$ cat src/rtl/bcd_digit_entry_pkg.sv
// Shared definitions for the BCD digit-entry block: FSM encoding and digit sizing.
package bcd_digit_entry_pkg;

    typedef enum logic [1:0] {
        IDLE    = 2'd0,
        COLLECT = 2'd1,
        HOLD    = 2'd2
    } state_t;

    localparam int unsigned BCD_W      = 4;
    localparam int unsigned MAX_DIGITS = 3;

    // A nibble is a legal BCD digit when it is 0..9.
    function automatic logic is_bcd(input logic [BCD_W-1:0] d);
        return d <= BCD_W'(9);
    endfunction

endpackage

$ cat src/rtl/bcd_digit_entry_idle_timer.sv
// Idle timer for the entry FSM: counts cycles without an accepted digit while running.
module bcd_idle_timer #(
    parameter int unsigned TIMEOUT_CYCLES = 1000,
    parameter int unsigned CNT_W          = 10
) (
    input  logic clk,
    input  logic rst_n,
    input  logic run,
    input  logic kick,
    input  logic clr,
    output logic expired
);

    if (CNT_W < $clog2(TIMEOUT_CYCLES + 1)) begin : g_cnt_w_check
        $error("bcd_idle_timer: CNT_W too small for TIMEOUT_CYCLES");
    end

    logic [CNT_W-1:0] cnt;

    // Counter: zero when stopped, cleared or kicked; otherwise count up, saturating.
    always_ff @(posedge clk or negedge rst_n) begin
        if (!rst_n) begin
            cnt <= '0;
        end else if (clr || !run || kick) begin
            cnt <= '0;
        end else if (cnt != '1) begin
            cnt <= cnt + CNT_W'(1);
        end
    end

    // Expiry decode; a zero timeout disables it entirely.
    always_comb begin
        expired = (TIMEOUT_CYCLES != 0) && run && (cnt == CNT_W'(TIMEOUT_CYCLES));
    end

endmodule

$ cat src/rtl/bcd_digit_entry.sv
// Keypad-style BCD entry: collects up to three digits MSD first, commits on enter,
// holds the number until the consumer takes it.
module bcd_digit_entry
    import bcd_digit_entry_pkg::*;
#(
    parameter int unsigned TIMEOUT_CYCLES = 1000,
    parameter int unsigned CNT_W          = 10
) (
    input  logic             clk,
    input  logic             rst_n,
    input  logic [BCD_W-1:0] digit_in,
    input  logic             digit_valid,
    output logic             digit_ready,
    input  logic             enter,
    input  logic             clear,
    output logic [BCD_W-1:0] huns,
    output logic [BCD_W-1:0] tens,
    output logic [BCD_W-1:0] units,
    output logic             bcd_valid,
    input  logic             out_ready,
    output logic [1:0]       digit_cnt,
    output logic             err
);

    state_t           state, state_n;
    logic [BCD_W-1:0] huns_n, tens_n, units_n;
    logic [1:0]       cnt_n;
    logic             err_n;
    logic             ready_q, ready_n;
    logic             accept;
    logic             expired;

    bcd_idle_timer #(
        .TIMEOUT_CYCLES(TIMEOUT_CYCLES),
        .CNT_W         (CNT_W)
    ) u_timer (
        .clk    (clk),
        .rst_n  (rst_n),
        .run    (state == COLLECT),
        .kick   (accept && (state == COLLECT)),
        .clr    (clear),
        .expired(expired)
    );

    // digit_ready is a register computed from next state, so it is 0 throughout
    // reset and rises on the first edge after release without an input-to-output path.
    assign accept      = digit_valid && ready_q;
    assign digit_ready = ready_q;
    assign bcd_valid   = (state == HOLD);

    // Next-state and datapath update; clear/timeout override everything.
    always_comb begin
        state_n = state;
        huns_n  = huns;
        tens_n  = tens;
        units_n = units;
        cnt_n   = digit_cnt;
        err_n   = err;

        if (clear || expired) begin
            state_n = IDLE;
            huns_n  = '0;
            tens_n  = '0;
            units_n = '0;
            cnt_n   = '0;
            err_n   = 1'b0;
        end else begin
            unique case (state)
                IDLE, COLLECT: begin
                    if (accept) begin
                        if (is_bcd(digit_in)) begin
                            huns_n  = tens;
                            tens_n  = units;
                            units_n = digit_in;
                            cnt_n   = digit_cnt + 2'd1;
                            state_n = COLLECT;
                        end else begin
                            err_n = 1'b1;
                        end
                    end
                    // Digit is taken first, so a same-cycle commit includes it.
                    if (enter) begin
                        if (state == IDLE || cnt_n == 2'd0) begin
                            err_n = 1'b1;
                        end else begin
                            state_n = HOLD;
                        end
                    end
                end
                HOLD: begin
                    if (out_ready) begin
                        state_n = IDLE;
                        huns_n  = '0;
                        tens_n  = '0;
                        units_n = '0;
                        cnt_n   = '0;
                        err_n   = 1'b0;
                    end
                end
                default: begin
                    state_n = IDLE;
                end
            endcase
        end

        ready_n = (state_n != HOLD) && (cnt_n < 2'(MAX_DIGITS));
    end

    // State and datapath registers.
    always_ff @(posedge clk or negedge rst_n) begin
        if (!rst_n) begin
            state     <= IDLE;
            huns      <= '0;
            tens      <= '0;
            units     <= '0;
            digit_cnt <= '0;
            err       <= 1'b0;
            ready_q   <= 1'b0;
        end else begin
            state     <= state_n;
            huns      <= huns_n;
            tens      <= tens_n;
            units     <= units_n;
            digit_cnt <= cnt_n;
            err       <= err_n;
            ready_q   <= ready_n;
        end
    end

endmodule

$ cat config.mk
export PLATFORM = sky130hd
export DESIGN_NAME = bcd_digit_entry
export DESIGN_NICKNAME = d
export VERILOG_FILES = /design/src/rtl/bcd_digit_entry_pkg.sv /design/src/rtl/bcd_digit_entry_idle_timer.sv /design/src/rtl/bcd_digit_entry.sv
export SDC_FILE = /design/constraint.sdc
export NUM_CORES = 1
export LEC_CHECK = 0
export CAP_MARGIN = 25
export CORE_MARGIN = 1.5
export CORE_UTILIZATION = 35
export CTS_CLUSTER_SIZE = 25
export DETAILED_ROUTE_END_ITERATION = 6
export PLACE_DENSITY = 0.68
export SYNTH_ARGS = -nofsm -noshare
export SYNTH_HDL_FRONTEND = slang
export SYNTH_SLANG_ARGS = --single-unit
$ cat constraint.sdc
create_clock -name clk -period 3.3 [get_ports clk]
set_clock_uncertainty 0.05 [all_clocks]
set_input_delay 0.825 -clock clk [delete_from_list [all_inputs] [get_ports clk]]
set_output_delay 0.825 -clock clk [all_outputs]
set_load 0.005 [all_outputs]
# Word level (Yosys, flattened, before mapping)
# Index checks and enable logic that the tools add are counted.
dict set report op_classes {
  addsub 2
  magnitude_cmp 2
  n_eq_ne 8
  n_mux 36
  n_reduce_logical 16
}
# op n
set op_table {}
lappend op_table {{$mux W4} 10}
lappend op_table {{$mux W2} 12}
lappend op_table {{$pmux W4 S2} 3}
lappend op_table {{$mux W10} 2}
lappend op_table {{$add A10 B1 Y10 const B} 1}
lappend op_table {{$eq A10 B10 Y1 const B} 1}
lappend op_table {{$ne A10 B10 Y1 const B} 1}
lappend op_table {{$pmux W2 S2} 2}
lappend op_table {{$mux W1} 6}
lappend op_table {{$ne A3 B3 Y1 const B} 2}
lappend op_table {{$le A4 B4 Y1 const B} 1}
lappend op_table {{$logic_and A1 B1 Y1} 4}
lappend op_table {{$logic_not A2 Y1} 2}
lappend op_table {{$logic_or A1 B1 Y1} 4}
lappend op_table {{$reduce_and A4 Y1} 1}
lappend op_table {{$ne A3 B1 Y1 const B} 1}
lappend op_table {{$reduce_bool A3 Y1} 1}
lappend op_table {{$add A2 B1 Y2 const B} 1}
lappend op_table {{$eq A2 B1 Y1 const B} 1}
lappend op_table {{$eq A2 B2 Y1 const B} 1}
lappend op_table {{$lt A2 B2 Y1 const B} 1}
lappend op_table {{$ne A2 B2 Y1 const B} 1}
lappend op_table {{$pmux W1 S2} 1}
lappend op_table {{$reduce_and A2 Y1} 1}
lappend op_table {{3 further kinds} 3}
dict set report word_totals {
  ff_bits 28
  output_inout_bits 17
}

# Depth between registers and ports, before layout
dict set report logic_depth {
  word_depth 13
  mapped_depth 7
  ltp_nobuf 6
}

# Hierarchy
# From an unflattened synthesis, not the netlist that was laid out.
dict set report unflattened {
  hier_cells 161
  area_unflattened_um2 1581.5
}
# mod instances cells_each area_per_inst_um2 seq_area_each_um2
set by_module_without_submodules {}
lappend by_module_without_submodules {bcd_digit_entry 1 95 960.9 450.4}
lappend by_module_without_submodules {bcd_idle_timer 1 66 620.6 250.2}

# Worst setup path before layout
# Ideal clock, no wire load.
dict set report synth_path {
  kind {input to register}
  start {in digit_in[2]}
  end {reg ready_q, in the netlist digit_ready}
  setup_time_ps 140
  arrival_ps 1844
  required_ps 3110
  setup_slack_ps 1266
  cell_stages 4
  n_path_buf 0
  cell_sequence {o21a_1 -> or3_1 -> a2111oi_0 -> a211oi_1}
}
dict set report synth_between {
  elab_chain_cells 13
}
# item line
set synth_rtl {}
lappend synth_rtl {{from (decl)} bcd_digit_entry.sv:11} ;# input logic [BCD_W-1:0] digit_in,
lappend synth_rtl {{$le A4 B4 Y1 (*)} bcd_digit_entry_pkg.sv:15} ;# return d <= BCD_W'(9);
lappend synth_rtl {{$mux W2} bcd_digit_entry.sv:71} ;# if (is_bcd(digit_in)) begin
lappend synth_rtl {{$mux W2} bcd_digit_entry.sv:70} ;# if (accept) begin
lappend synth_rtl {{$mux W2} bcd_digit_entry.sv:68} ;# unique case (state)
lappend synth_rtl {{$mux W2} bcd_digit_entry.sv:60} ;# if (clear || expired) begin
lappend synth_rtl {{$logic_not A2 Y1} bcd_digit_entry.sv:83} ;# if (state == IDLE || cnt_n == 2'd0) begin
lappend synth_rtl {{$logic_or A1 B1 Y1} bcd_digit_entry.sv:83}
lappend synth_rtl {{$mux W2} bcd_digit_entry.sv:83}
lappend synth_rtl {{$mux W2} bcd_digit_entry.sv:82} ;# if (enter) begin
lappend synth_rtl {{$pmux W2 S2} bcd_digit_entry.sv:68}
lappend synth_rtl {{$mux W2} bcd_digit_entry.sv:60}
lappend synth_rtl {{$ne A2 B2 Y1} bcd_digit_entry.sv:106} ;# ready_n = (state_n != HOLD) && (cnt_n < 2'(MAX_DIGITS));
lappend synth_rtl {{$logic_and A1 B1 Y1 (*)} bcd_digit_entry.sv:106}
lappend synth_rtl {{named net ready_n} bcd_digit_entry.sv:29} ;# logic ready_q, ready_n;
lappend synth_rtl {{to (signal assigned)} bcd_digit_entry.sv:126} ;# ready_q <= ready_n;
lappend synth_rtl {{to (decl)} bcd_digit_entry.sv:29}
# The timed path passes the listed nets; every way through them passes the cells marked *. The select of a mux whose other input is x is not followed.
# A chain may end at the register's enable or synchronous reset.

# Worst setup path after layout
dict set report layout_path {
  start {reg state[1]}
  end {out bcd_valid}
}
dict set report layout_between {
  elab_chain_cells 1
}
# item line
set layout_rtl {}
lappend layout_rtl {{from (decl)} bcd_digit_entry.sv:25} ;# state_t state, state_n;
lappend layout_rtl {{from (signal assigned)} bcd_digit_entry.sv:120} ;# state <= state_n;
lappend layout_rtl {{$eq A2 B2 Y1} bcd_digit_entry.sv:49} ;# assign bcd_valid = (state == HOLD);
lappend layout_rtl {{to (decl)} bcd_digit_entry.sv:19} ;# output logic bcd_valid,
# Every way passes these cells.

==> flow_metrics.tcl <==
set metrics [dict create \
    worst_pin_slew_ps 688 \
    rsz0062_at_grt "false" \
    drt-pass1-iter-count 4 \
    synth_seq_cells 28 \
    crit_arrival_ps 1700 \
    synthTopCellsByCount "dfrtp_1 (28), a22o_1 (12), nor2_1 (12)" \
    setup_tns_ps 0 \
    cp-endpoint "bcd_valid" \
    nNetsFinal 177 \
    grt_usage 0.151 \
    drt_iter0_drc 31 \
    leakagePower_nw 0.732 \
    crit_path_max_fanout 9 \
    preCtsSetupSlack_ps 656 \
    hold_viol 0 \
    ios 27 \
    cts_buffer_depth 2 \
    num_vias 1171 \
    detail_route.wl_per_cell_um 15.3 \
    htree_levels 1 \
    grt_pass1_vias 1179 \
    synthTopCellsByArea "dfrtp_1 (48%), a22o_1 (7.2%), nor2_1 (3.1%)" \
    worstSetupEndpointType "output pin" \
    antenna_found_initial 0 \
    fin_ws_ps 726 \
    hp-class "flop to flop" \
    cp.required_ps 2420 \
    yosys_warnings 0 \
    die_area_sq_um 4560 \
    crit_slowest_cell "dfrtp_1" \
    syn_to_final_growth_pct 25.2 \
    overflow 0 \
    hold_start "huns[1]" \
    io_buffer_count 26 \
    power_per_cell_area_nw_per_um2 399 \
    startpoint_type "flop" \
    routed_via_density 5.47 \
    synthArstFlopShare 1.00 \
    finalSetupViolCount 0 \
    dp_cells 210 \
    timing.hold.ws_ps 473 \
    maxCapViolCount 0 \
    cts_resized 0 \
    fp-row-count 23 \
    synth_top_area_frac 0.481 \
    synth_nets 151 \
    drive_gt1_frac 0.0793 \
    netlist_instances 139 \
    postCtsSetupRepairBufs 0 \
    reg2regPathDepth 6 \
    initial_core_util 0.364 \
    yosysTopAreaCell "dfrtp_1" \
    die_h_um 67.5 \
    ir_drop_uv 170 \
    grt_start_max_net_pins 29 \
    clk_pin_slew_ps 100 \
    final_cells 214 \
    cts_buffers 3 \
    fmax_ghz 0.388 \
    startpoint "state[1]" \
    final_antenna_net_count 0 \
    synth-edff-count 0 \
    core_sq_um 4000 \
    yosysSeqAreaShare 0.481 \
    num-fill-cells 360 \
    rrSetupSlack_ps 1190 \
    cts_tree "built" \
    period_needed_ps 2570 \
    place_congestion 0.836 \
    synthFlopType "dfrtp_1" \
    die_w_um 67.5 \
    cpPeakStageDelay_ps 580 \
    rr_endpoint "digit_cnt[0]" \
    cts-root-buf "clkbuf_8" \
    relSlewSlack 0.538 \
    syn_avg_cell_area_sq_um 10.5 \
    yosysMostFrequentCell "dfrtp_1" \
    fin_crit_sh 0.780 \
    drc 0 \
    routed_wirelength_um 3270 \
    cts_sinks 28 \
    grt_pass1_wl_um 5270 \
    slew_violations 0 \
    dp_hpwl_um 2300 \
    status "finished clean" \
    postCtsHoldBufs 0 \
    worstSetupPathType "flop to output pin" \
    worstReg2RegStart "u_timer.cnt[0]" \
    diodes 0 \
    crit_chain "or2b_1 -> inv_1 -> clkdlybuf4s50_1" \
    clkLatencyLatePin_ps 270 \
    synth.distinct_cells 40 \
    synth_area_sq_um 1460 \
]
state kept, by name, summed over array words and instances, names as in the netlist:
| name | cells |
|---|---|
| digit_ready | 1 |
| state | 2 |
| units | 4 |
| huns | 4 |
| tens | 4 |
| u_timer.cnt | 10 |
| err | 1 |
| digit_cnt | 2 |
area by class of cell:
cell class	instances	area, sq um	area share
timing repair buffer	27	268	0.147
clock buffer	3	41.3	0.0226
multi-input combinational	98	694	0.381
clock inverter	1	30.0	0.0165
inverter	7	26.3	0.0144
sequential	28	701	0.384
tap	50	62.6	0.0343
logic make-up after synthesis:
kind of cell             count (synthesis)  share of synthesized area
flip-flops                              28                      0.481
buffers and inverters                   13                     0.0421
adder cells (fa/ha/maj)                  2                     0.0172
AO/OA/AOI/OAI                           39                      0.217
multiplexers                             3                     0.0223
XOR/XNOR                                 4                     0.0241
AND/OR/NAND/NOR                         50                      0.197
worst max-delay path, delay by kind of cell (launching register included):
kind	cells	cell delay [ps]
flip-flops	1	580
AND/OR/NAND/NOR	1	280
buffers and inverters	2	570
where the power goes:
part           switching, mW  internal [mW]
registers             0.0134          0.353
logic                 0.0434         0.0459
clock network          0.110          0.162
worst min path at each step:
| stage | endpoint | cells after the start |
|---|---|---|
| floorplan | err | 1 |
| global placement | err | 1 |
| detailed placement | err | 1 |
| CTS | err | 1 |
| global route | err | 1 |
| finish | huns[1] | 1 |
layer usage:
layer / up-vias / track usage / wire [um]
li1: 571 / - / -
met1: 577 / 0.189 / 1520
met2: 21 / 0.263 / 1650
met3: 2 / 0.0200 / 81
met4: 0 / 0.0587 / 19
met5: - / 0 / 0
metrics by stage:
stage,area (sq um),power (mW),utilization
after floorplan,1460,0.416,-
after global placement,1750,0.460,0.438
after detailed placement,1750,0.462,0.438
after CTS,1820,0.732,0.456
after global routing,1820,0.756,0.456
final,1820,0.728,0.456
cells in the final DEF, fill, tap and decap left out, types with 2 or more instances in the layout:
| master | Yosys | layout |
|---|---|---|
| a21oi_1 | 4 | 4 |
| inv_1 | 7 | 7 |
| and2_1 | 3 | 3 |
| a31oi_1 | 2 | 2 |
| mux2_2 | 2 | 2 |
| clkbuf_8 | 0 | 3 |
| o21a_1 | 2 | 2 |
| xnor2_1 | 4 | 4 |
| nor2_1 | 12 | 12 |
| dfrtp_1 | 28 | 28 |
| nand2_1 | 8 | 8 |
| nor3_1 | 5 | 5 |
| nand3_1 | 5 | 5 |
| nand4_1 | 2 | 2 |
| and4_1 | 2 | 2 |
| a22o_1 | 12 | 12 |
| nand2b_1 | 2 | 2 |
| ha_1 | 2 | 2 |
| o32ai_1 | 2 | 2 |
| clkdlybuf4s50_1 | 0 | 26 |
| a211oi_1 | 5 | 5 |
| nand3b_1 | 2 | 2 |
| o21ai_0 | 5 | 5 |
| and3_1 | 3 | 3 |
No activity file was read; power rests on OpenSTA's default activity.
